`src/rtl/posit_accum_raw_es3.sv`:
```
// Accumulates unrounded es3 multiplier products into a running sum-format value.
// Four-cycle ALIGN/ADD/NORM pipeline per product; one-cycle done pulse ends each group.
module posit_accum_raw_es3 #(
    parameter int PBITS  = 54,
    parameter int PSBITS = 10,
    parameter int ABITS  = 30,
    parameter int SSBITS = 9
) (
    input  logic                        clk,
    input  logic                        rst_n,
    input  logic                        in_valid,
    output logic                        in_ready,
    input  logic                        in_last,
    input  logic [1+PSBITS+PBITS+2-1:0] in_product,
    output logic [1+SSBITS+ABITS+2-1:0] out_result,
    output logic                        out_done
);

    localparam int PW = 1 + PSBITS + PBITS + 2;
    localparam int QW = 1 + PSBITS + ABITS + 2;
    localparam int RW = 1 + SSBITS + ABITS + 2;
    localparam int EW = ABITS + 4;
    localparam int DW = PSBITS + 1;
    localparam int XW = PSBITS + 2;
    localparam int LW = $clog2(EW + 1);

    localparam logic signed [XW-1:0] SC_MAX   = XW'((2 ** (SSBITS - 1)) - 1);
    localparam logic signed [XW-1:0] SC_MIN   = XW'(-(2 ** (SSBITS - 1)));
    localparam logic        [RW-1:0] ZERO_RES = RW'(1);

    typedef enum logic [1:0] {S_IDLE, S_ALIGN, S_ADD, S_NORM} state_t;
    typedef enum logic [1:0] {M_ARITH, M_KEEP, M_INF} mode_t;

    state_t               state_q, state_d;
    mode_t                mode_q, mode_d;
    logic [QW-1:0]        prod_q, prod_d;
    logic                 last_q, last_d;
    logic [RW-1:0]        acc_q, acc_d;
    logic                 first_q, first_d;
    logic                 done_q, done_d;
    logic [EW-1:0]        ma_q, ma_d, mp_q, mp_d;
    logic                 sa_q, sa_d, sp_q, sp_d;
    logic signed [XW-1:0] big_q, big_d;
    logic [EW:0]          sum_q, sum_d;
    logic                 sum_sgn_q, sum_sgn_d;

    logic              p_sgn, p_inf, p_zero;
    logic [PSBITS-1:0] p_scale;
    logic [ABITS-1:0]  p_frac;
    logic              a_sgn, a_inf, a_zero;
    logic [SSBITS-1:0] a_scale;
    logic [ABITS-1:0]  a_frac;

    logic              a_eff_zero, a_eff_inf;
    logic [XW-1:0]     a_scale_x, p_scale_x;
    logic [DW-1:0]     scale_diff, diff_mag;
    logic [LW-1:0]     shamt;
    logic [EW-1:0]     ma_full, mp_full;

    logic [EW:0]          sum_add;
    logic                 sgn_add;
    logic [LW-1:0]        lz;
    logic                 lz_found;
    logic [EW-1:0]        norm_m;
    logic signed [XW-1:0] norm_sc;
    logic [RW-1:0]        arith_res, acc_hold;

    assign p_sgn   = prod_q[QW-1];
    assign p_scale = prod_q[QW-2 -: PSBITS];
    assign p_frac  = prod_q[ABITS+1 -: ABITS];
    assign p_inf   = prod_q[1];
    assign p_zero  = prod_q[0];

    assign a_sgn   = acc_q[RW-1];
    assign a_scale = acc_q[RW-2 -: SSBITS];
    assign a_frac  = acc_q[ABITS+1 -: ABITS];
    assign a_inf   = acc_q[1];
    assign a_zero  = acc_q[0];

    assign in_ready   = rst_n & (state_q == S_IDLE);
    assign out_result = acc_q;
    assign out_done   = done_q;

    // A set first flag makes the accumulator read as zero, so a new group needs no clear cycle.
    always_comb begin
        a_eff_zero = first_q | a_zero;
        a_eff_inf  = ~first_q & a_inf;
        a_scale_x  = {{(XW-SSBITS){a_scale[SSBITS-1]}}, a_scale};
        p_scale_x  = {{(XW-PSBITS){p_scale[PSBITS-1]}}, p_scale};
        scale_diff = a_scale_x[DW-1:0] - p_scale_x[DW-1:0];
        diff_mag   = scale_diff[DW-1] ? (DW'(0) - scale_diff) : scale_diff;
        shamt      = (diff_mag > DW'(EW)) ? LW'(EW) : diff_mag[LW-1:0];
        ma_full    = {1'b1, a_frac, 3'b000};
        mp_full    = {1'b1, p_frac, 3'b000};
    end

    always_comb begin
        sum_add = '0;
        sgn_add = 1'b0;
        if (sa_q == sp_q) begin
            sum_add = {1'b0, ma_q} + {1'b0, mp_q};
            sgn_add = sa_q;
        end else if (ma_q > mp_q) begin
            sum_add = {1'b0, ma_q} - {1'b0, mp_q};
            sgn_add = sa_q;
        end else if (mp_q > ma_q) begin
            sum_add = {1'b0, mp_q} - {1'b0, ma_q};
            sgn_add = sp_q;
        end
    end

    always_comb begin
        lz       = '0;
        lz_found = 1'b0;
        for (int unsigned i = 0; i < EW; i++) begin
            if (!lz_found && sum_q[EW-1-i]) begin
                lz       = LW'(i);
                lz_found = 1'b1;
            end
        end
    end

    always_comb begin
        norm_m    = '0;
        norm_sc   = big_q;
        arith_res = ZERO_RES;
        if (sum_q[EW]) begin
            norm_m  = sum_q[EW:1];
            norm_sc = big_q + XW'(1);
        end else begin
            norm_m  = sum_q[EW-1:0] << lz;
            norm_sc = big_q - XW'(lz);
        end
        if (sum_q == '0) begin
            arith_res = ZERO_RES;
        end else if (norm_sc > SC_MAX) begin
            arith_res = {sum_sgn_q, SC_MAX[SSBITS-1:0], {ABITS{1'b1}}, 2'b00};
        end else if (norm_sc < SC_MIN) begin
            arith_res = ZERO_RES;
        end else begin
            arith_res = {sum_sgn_q, norm_sc[SSBITS-1:0], norm_m[EW-2 -: ABITS], 2'b00};
        end
        acc_hold = first_q ? ZERO_RES : acc_q;
    end

    always_comb begin
        state_d   = state_q;
        mode_d    = mode_q;
        prod_d    = prod_q;
        last_d    = last_q;
        acc_d     = acc_q;
        first_d   = first_q;
        done_d    = 1'b0;
        ma_d      = ma_q;
        mp_d      = mp_q;
        sa_d      = sa_q;
        sp_d      = sp_q;
        big_d     = big_q;
        sum_d     = sum_q;
        sum_sgn_d = sum_sgn_q;
        unique case (state_q)
            S_IDLE: begin
                if (in_valid) begin
                    // Low product fraction bits are truncated here rather than carried through.
                    prod_d  = {in_product[PW-1 -: 1+PSBITS], in_product[PBITS+1 -: ABITS],
                               in_product[1:0]};
                    last_d  = in_last;
                    state_d = S_ALIGN;
                end
            end
            S_ALIGN: begin
                if (p_inf | a_eff_inf) begin
                    mode_d = M_INF;
                end else if (p_zero) begin
                    mode_d = M_KEEP;
                end else begin
                    mode_d = M_ARITH;
                end
                sa_d = a_sgn;
                sp_d = p_sgn;
                // Loading into an empty accumulator reuses the add/normalise path with a zero operand.
                if (a_eff_zero) begin
                    ma_d  = '0;
                    mp_d  = mp_full;
                    sa_d  = p_sgn;
                    big_d = p_scale_x;
                end else if (!scale_diff[DW-1]) begin
                    ma_d  = ma_full;
                    mp_d  = mp_full >> shamt;
                    big_d = a_scale_x;
                end else begin
                    ma_d  = ma_full >> shamt;
                    mp_d  = mp_full;
                    big_d = p_scale_x;
                end
                state_d = S_ADD;
            end
            S_ADD: begin
                sum_d     = sum_add;
                sum_sgn_d = sgn_add;
                state_d   = S_NORM;
            end
            S_NORM: begin
                unique case (mode_q)
                    M_INF:   acc_d = {acc_hold[RW-1:2], 2'b10};
                    M_KEEP:  acc_d = acc_hold;
                    default: acc_d = arith_res;
                endcase
                done_d  = last_q;
                first_d = last_q;
                state_d = S_IDLE;
            end
            default: state_d = S_IDLE;
        endcase
    end

    always_ff @(posedge clk or negedge rst_n) begin
        if (!rst_n) begin
            state_q   <= S_IDLE;
            mode_q    <= M_ARITH;
            prod_q    <= '0;
            last_q    <= 1'b0;
            acc_q     <= ZERO_RES;
            first_q   <= 1'b1;
            done_q    <= 1'b0;
            ma_q      <= '0;
            mp_q      <= '0;
            sa_q      <= 1'b0;
            sp_q      <= 1'b0;
            big_q     <= '0;
            sum_q     <= '0;
            sum_sgn_q <= 1'b0;
        end else begin
            state_q   <= state_d;
            mode_q    <= mode_d;
            prod_q    <= prod_d;
            last_q    <= last_d;
            acc_q     <= acc_d;
            first_q   <= first_d;
            done_q    <= done_d;
            ma_q      <= ma_d;
            mp_q      <= mp_d;
            sa_q      <= sa_d;
            sp_q      <= sp_d;
            big_q     <= big_d;
            sum_q     <= sum_d;
            sum_sgn_q <= sum_sgn_d;
        end
    end

endmodule

```
`config.mk`:
```
export PLATFORM = sky130hd
export DESIGN_NAME = posit_accum_raw_es3
export DESIGN_NICKNAME = d
export VERILOG_FILES = /design/src/rtl/posit_accum_raw_es3.sv
export SDC_FILE = /design/constraint.sdc
export NUM_CORES = 1
export LEC_CHECK = 0
export CORE_MARGIN = 4
export CORE_UTILIZATION = 40
export DETAILED_ROUTE_END_ITERATION = 12
export GPL_TIMING_DRIVEN = 0
export PLACE_DENSITY_LB_ADDON = 0.25
export SYNTH_ARGS = -nofsm -noshare
export SYNTH_HDL_FRONTEND = slang
export SYNTH_SLANG_ARGS = --single-unit
```
`constraint.sdc`:
```
create_clock -name clk -period 7 [get_ports clk]
set_input_delay 1.75 -clock clk [delete_from_list [all_inputs] [get_ports clk]]
set_output_delay 1.75 -clock clk [all_outputs]
set_load 0.1 [all_outputs]
```
-- Word level (Yosys, flattened, before mapping)
Index checks and enable logic that the tools add are counted.
- flip-flop bits (word level): 210
- output and inout port bits: 44
- input port bits: 71
- $add $sub $neg: 7
- reduce and logical (&&, ||, !) cells: 70
- bitwise operators: 5
- equal/unequal tests: 8
- shift operators: 3
- mux-type cells: 93
- magnitude comparators: 5
- operator list (cell ; count):
    2-to-1 mux 6 bit ; 33
    2-to-1 mux 42 bit ; 4
    2-to-1 mux 34 bit ; 4
    2-to-1 mux 35 bit ; 3
    one-hot mux 42 bit (2 select lines) ; 1
    subtractor 34 x 34 -> 35 bit ; 2
    greater-than comparator 34 bit ; 2
    >> shifter 34 x 6 -> 34 bit ; 2
    2-to-1 mux 1 bit ; 40
    2-to-1 mux 12 bit ; 3
    adder 34 x 34 -> 35 bit ; 1
    logical NOT 35 bit ; 1
    << shifter 34 x 6 -> 33 bit ; 1
    logical AND 1 bit ; 33
    logical NOT 1 bit ; 33
    2-to-1 mux 33 bit ; 1
    adder 12 x 2 -> 12 bit (second input constant) ; 1
    greater-than comparator 12 x 9 -> 1 bit (second input constant) ; 1
    less-than comparator 12 x 9 -> 1 bit (second input constant) ; 1
    subtractor 12 x 6 -> 12 bit ; 1
    greater-than comparator 11 x 6 -> 1 bit (second input constant) ; 1
    2-to-1 mux 11 bit ; 1
    subtractor 1 x 11 -> 11 bit (first input constant) ; 1
    subtractor 9 x 10 -> 11 bit ; 1
    other kinds (11) ; 19

-- Depth between registers and ports, before layout
- depth after elaboration: 107
- gate-level depth with buffers: 25

-- Least setup slack after synthesis
OpenSTA, ideal clock, no wires.
- path kind: flip-flop to flip-flop
- start point: reg sum_q[17]
- end point: reg acc_q[16] (netlist: out_result[16])
- path buffers: 5
- stages on the path, launching flop included: 26
- setup time: 95 ps
- arrival time: 4907 ps
- clock period less this slack: 5003 ps
- setup slack: 1997 ps
- data required time: 6905 ps
- path through: dfrtp_1 clkbuf_1 nor4_1 nand4_1 nor4b_2 o21ai_0 nor2b_1 clkbuf_1 nand2_2 buf_4 buf_4 ha_1 fa_1 nor2b_1 o21ai_0 a21boi_0 o21ai_0 a21oi_1 xnor2_1 o21ai_0 nand2_1 o211ai_1 nor2_1 clkbuf_1 a221oi_1 o31ai_1
- cells in the longest elaborated chain, start to end: 60
- elaborated cells on any way between the ends: 81
- ends and longest elaborated chain (element ; line ; source):
    start: declaration ; 44 ; logic [EW:0] sum_q, sum_d;
    start signal: assignment ; 246 ; sum_q <= sum_d;
    logical AND 1 bit ; 116 ; if (!lz_found && sum_q[EW-1-i]) begin
    2-to-1 mux 1 bit ; 116 ;
    logical NOT 1 bit ; 116 ;
    logical AND 1 bit ; 116 ;
    2-to-1 mux 1 bit ; 116 ;
    logical NOT 1 bit ; 116 ;
    logical AND 1 bit ; 116 ;
    2-to-1 mux 1 bit ; 116 ;
    [44 not listed] ; n/a ;
    2-to-1 mux 6 bit ; 116 ;
    subtractor 12 x 6 -> 12 bit ; 132 ; norm_sc = big_q - XW'(lz);
    2-to-1 mux 12 bit ; 127 ; if (sum_q[EW]) begin
    less-than comparator 12 x 9 -> 1 bit ; 138 ; end else if (norm_sc < SC_MIN) begin
    2-to-1 mux 42 bit ; 138 ;
    2-to-1 mux 42 bit ; 136 ; end else if (norm_sc > SC_MAX) begin
    2-to-1 mux 42 bit * ; 134 ; if (sum_q == '0) begin
    one-hot mux 42 bit (2 select lines) * ; 204 ; unique case (mode_q)
    end signal: assignment ; 223 ; acc_q <= ZERO_RES;
    end signal: assignment ; 238 ; acc_q <= acc_d;
    end: declaration ; 38 ; logic [RW-1:0] acc_q, acc_d;
Every way passes the cells marked *; elsewhere a longest branch is shown, timed or not.
A chain may end at the register's enable or synchronous reset.

-- Worst setup path in the final report
- start point: reg acc_q[32] (netlist: out_result[32])
- end point: reg ma_q[20]
- cells in the longest elaborated chain, start to end: 8
- ends and longest elaborated chain (element ; line ; source):
    subtractor 9 x 10 -> 11 bit * ; 90 ; scale_diff = a_scale_x[DW-1:0] - p_scale_x[DW-1:0];
    subtractor 1 x 11 -> 11 bit ; 91 ; diff_mag = scale_diff[DW-1] ? (DW'(0) - scale_diff) : scale_diff;
    2-to-1 mux 11 bit ; 91 ;
    greater-than comparator 11 x 6 -> 1 bit ; 92 ; shamt = (diff_mag > DW'(EW)) ? LW'(EW) : diff_mag[LW-1:0];
    2-to-1 mux 6 bit ; 92 ;
    >> shifter 34 x 6 -> 34 bit ; 192 ; ma_d = ma_full >> shamt;
    2-to-1 mux 34 bit * ; 187 ; end else if (!scale_diff[DW-1]) begin
    2-to-1 mux 34 bit * ; 182 ; if (a_eff_zero) begin
    end signal: assignment ; 241 ; ma_q <= ma_d;
    end: declaration ; 41 ; logic [EW-1:0] ma_q, ma_d, mp_q, mp_d;
Marked as above.

==> metrics.md <==
| Metric | Value |
|---|---|
| Status | completed |
| Setup TNS | 0 ps |
| Maximum root-to-sink buffer count | 3 |
| Critical Path Source | out_result[32] |
| Final worst-path cycle share | 96.2% |
| RSZ-0062 raised after global routing | false |
| Antenna violations before repair | 4 |
| Asr flop ratio synth | 100% |
| DR iter-0 viols | 3748 |
| Vias in the first global route | 24300 |
| Mapped Cells | 2879 |
| Number of I/O port buffers | 90 |
| CTS H-Tree Depth | 1 |
| Hold/Removal Path Class | reg2reg |
| Core Rows | 85 |
| Routed Antenna Nets | 0 |
| Die area | 0.0588 mm^2 |
| CTS tree | yes |
| Final Util | 45.8% |
| Slowest stage delay, CP | 610 ps |
| Synth cell types | 98 |
| Minimum clock period after layout | just under 7000 ps |
| CTS Root Buffer Type | clkbuf_16 |
| Clock-pin transition on the worst setup and hold timing paths | roughly 60 ps |
| Warnings from Yosys | 0 |
| Clock sink total | 208 |
| Clock Latency Late Sink | ~590 ps |
| Synthesized area | 0.0220 mm^2 |
| Count of pins over their slew limit | 0 |
| GR Overflow Total | 0 |
| Avg Cell Area, Syn | about 7.6 um^2 |
| Die Wd | ~240 um |
| Post-synth net total | 3081 |
| Vias after detailed routing | 25800 |
| Hold_buf cts | 0 |
| Post-route DRC | 0 |
| Core Region | 0.0541 mm^2 |
| CP max-delay cell | o31ai_1 |
| Skew final | 35.5 ps |
| Worst rel slew slack | under 10% |
| Layout cell share with drive strength beyond 1 | 6.58% |
| Die Y | ~240 um |
| Fill count | around 5500 |
| I/O pins | 115 |
| DRT Pass-1 Iters | 7 |
| Hold Violations, Final | 0 |
| WL per Instance | 32.9 um |
| Crit end category | flip-flop |
| Final setup violation count | 0 |
| Crit Path Category | reg2reg |
| Crit path cell chain | inv_1, ha_1, inv_1, fa_1, clkbuf_1, clkinv_1, nand2_1, o21ai_2, xnor2_2, o31ai_1, o221ai_2, buf_4, nor2_2, clkbuf_2, a222oi_1, mux2i_1, mux2i_1, o221ai_1 |
| Fin nets | 3206 |
| Worst reg2reg startpoint | out_result[32] |
| Area Growth Syn to Fin | 12.8% |
| First-pass GRT wire length | roughly 170000 um |
| Post-synth EDFFs | 0 |
| Largest net degree at the start of global routing | 114 |
| Critical Path Start Type | flip-flop |
| Ant. Diodes | 0 |
| #FFs+latches synth | 208 |
| CP max FO | 10 |
| Initial core utilization | 40.6% |
| Seq/Total Area, Yosys | 23.7% |
| Placer Congestion | 1.05 |
| Hold Crit Start | last_q |
| Fmax | 0.149 GHz |
| TritonCTS Buffers | 27 |
| Total track usage | between 30% and 40% |
| MaxCap Viol Count | 0 |
| DR vias/cell | 6.94 |
| Slew @ Worst Pin | 1340 ps |
| WP data arrival | 7170 ps |
| WL final | 122000 um |
| Synth Flop Type | dfrtp_1 |
| Dpl hpwl | between 90000 and 100000 um |
| Worst EP required | around 7400 ps |
==> cell usage after synthesis (8+ instances only) <==
library cell | count | area share (%)
a21oi_1 | 260 | 5.9
a221o_1 | 31 | 1.4
o21bai_1 | 33 | 1.1
o32ai_1 | 12 | 0.48
a222oi_1 | 11 | 0.50
mux2_2 | 66 | 3.4
a211o_1 | 15 | 0.60
a21o_1 | 38 | 1.3
and2_1 | 14 | 0.40
a221oi_1 | 43 | 1.7
a211oi_1 | 35 | 1.2
a21boi_0 | 9 | 0.31
xnor2_1 | 51 | 2.0
o22ai_1 | 29 | 0.82
dfrtp_1 | 206 | 23
nor2b_1 | 19 | 0.54
clkbuf_1 | 159 | 2.7
o21ai_1 | 14 | 0.32
o21a_1 | 12 | 0.41
o211ai_1 | 42 | 1.4
nor4_1 | 23 | 0.65
xor2_1 | 12 | 0.48
a22o_1 | 17 | 0.68
or3_1 | 11 | 0.31
nor2_1 | 254 | 4.3
nand3_1 | 63 | 1.4
a32oi_1 | 11 | 0.44
and3_1 | 31 | 0.88
nand2b_1 | 22 | 0.63
o221ai_1 | 49 | 2.0
a31oi_1 | 37 | 1.1
o31ai_1 | 26 | 0.89
nand2_1 | 294 | 5.0
o21ai_0 | 199 | 4.5
o2bb2ai_1 | 14 | 0.56
nor3_1 | 57 | 1.3
nand4_1 | 22 | 0.63
inv_1 | 163 | 2.8
mux2i_1 | 132 | 6.0
ha_1 | 126 | 7.2
buf_2 | 33 | 0.75
a22oi_1 | 34 | 1.2
or2_2 | 8 | 0.23
==> cell type report <==
type | count | area (um^2) | area share, %
buffer | 203 | 830 | 3.34
clock buffer | 39 | 781 | 3.15
clock inverter | 9 | 111 | 0.449
inverter | 169 | 634 | 2.56
multi-input combinational | 2299 | 15400 | 62.0
sequential | 208 | 5210 | 21.0
tap | 696 | 871 | 3.51
timing repair buffer | 96 | 991 | 3.99
==> cell usage in the layout (no fill, tap or decap), drive strengths merged, types with 12 or more instances in the layout <==
cell,synthesis,layout
nor2b,19,19
mux2i,132,132
a22oi,34,34
o22ai,29,29
dfrtp,206,206
o21bai,33,33
o21a,12,12
nand3,63,63
clkbuf,160,199
o21ai,215,215
ha,126,126
a21o,38,38
nand2,298,298
a22o,17,17
o2bb2ai,14,14
buf,43,50
nor3,57,57
mux2,66,66
a21oi,261,261
clkdlybuf4s50,0,89
o31ai,26,26
a221o,31,31
nand2b,22,22
xnor2,52,52
o211ai,42,42
xor2,13,13
a211o,15,15
a221oi,45,45
a211oi,36,36
and2,14,14
inv,163,165
nand4,22,22
nor4,23,23
o221ai,50,50
a31oi,37,37
o32ai,12,12
nor2,256,256
a21boi,12,12
and3,31,31
==> metal layers <==
metal	vias to the layer above	routed length [um]	GRT usage, %
met5	-	43	0
met4	8	7690	19.2
met3	443	12300	7.84
met2	1853	52400	60.1
met1	12600	50000	53.4
li1	11000	-	-
==> per-stage QoR <==
stage | hold slack [ps] | area, um^2 | setup WS [ps] | cells
3_5_place_dp | 497 | 23800 | 69.1 | 3667
2_1_floorplan | 463 | 22000 | 2000 | 2879
3_3_place_gp | 485 | 23800 | -6030 | 3665
4_1_cts | 509 | 24700 | 62.3 | 3715
6_report | 510 | 24800 | 268 | 3719
5_1_grt | 534 | 24800 | 96.0 | 3719
==> kinds of logic after synthesis <==
group / count (synthesis) / share of synthesized area, %
multiplexers: 198 / 9.38
flip-flops: 208 / 23.7
XOR/XNOR: 65 / 2.66
AND/OR/NAND/NOR: 848 / 17.4
AO/OA/AOI/OAI: 1057 / 32.6
buffers and inverters: 372 / 6.64
adder cells (fa/ha/maj): 131 / 7.62
==> worst max-delay path, delay by kind of cell (launching register included) <==
kind | cells | cell delay [ps]
multiplexers | 2 | 780
buffers and inverters | 6 | 1690
flip-flops | 1 | 440
AND/OR/NAND/NOR | 2 | 1000
XOR/XNOR | 1 | 330
AO/OA/AOI/OAI | 5 | 1650
adder cells (fa/ha/maj) | 2 | 640
==> repair_timing <==
action	4_1_cts	5_1_grt
buffers inserted	0	4
endpoints found under the setup margin	0	59
resized for setup	0	15
==> registers in the layout (all words and copies together) (netlist names) <==
| register | cells |
|---|---|
| big_q | 10 |
| first_q | 1 |
| last_q | 1 |
| ma_q | 34 |
| mode_q | 2 |
| mp_q | 34 |
| out_done | 1 |
| out_result | 42 |
| prod_q | 43 |
| sa_q | 1 |
| sp_q | 1 |
| state_q | 2 |
| sum_q | 35 |
| sum_sgn_q | 1 |
==> worst paths after layout <==
path                                  end  slack (ps)  cells past startpoint
max reg2reg                      ma_q[20]         270                     18
min in group asynchronous  out_result[22]        1220                      2
max in group asynchronous       prod_q[3]        4770                      3
min                                last_q         510                      1
max                              ma_q[20]         270                     18
min reg2reg                        last_q         510                      1
Power is left out: the tool's default activity adds up to more than one toggle a clock period on the data nets, which glitch-free logic cannot reach.
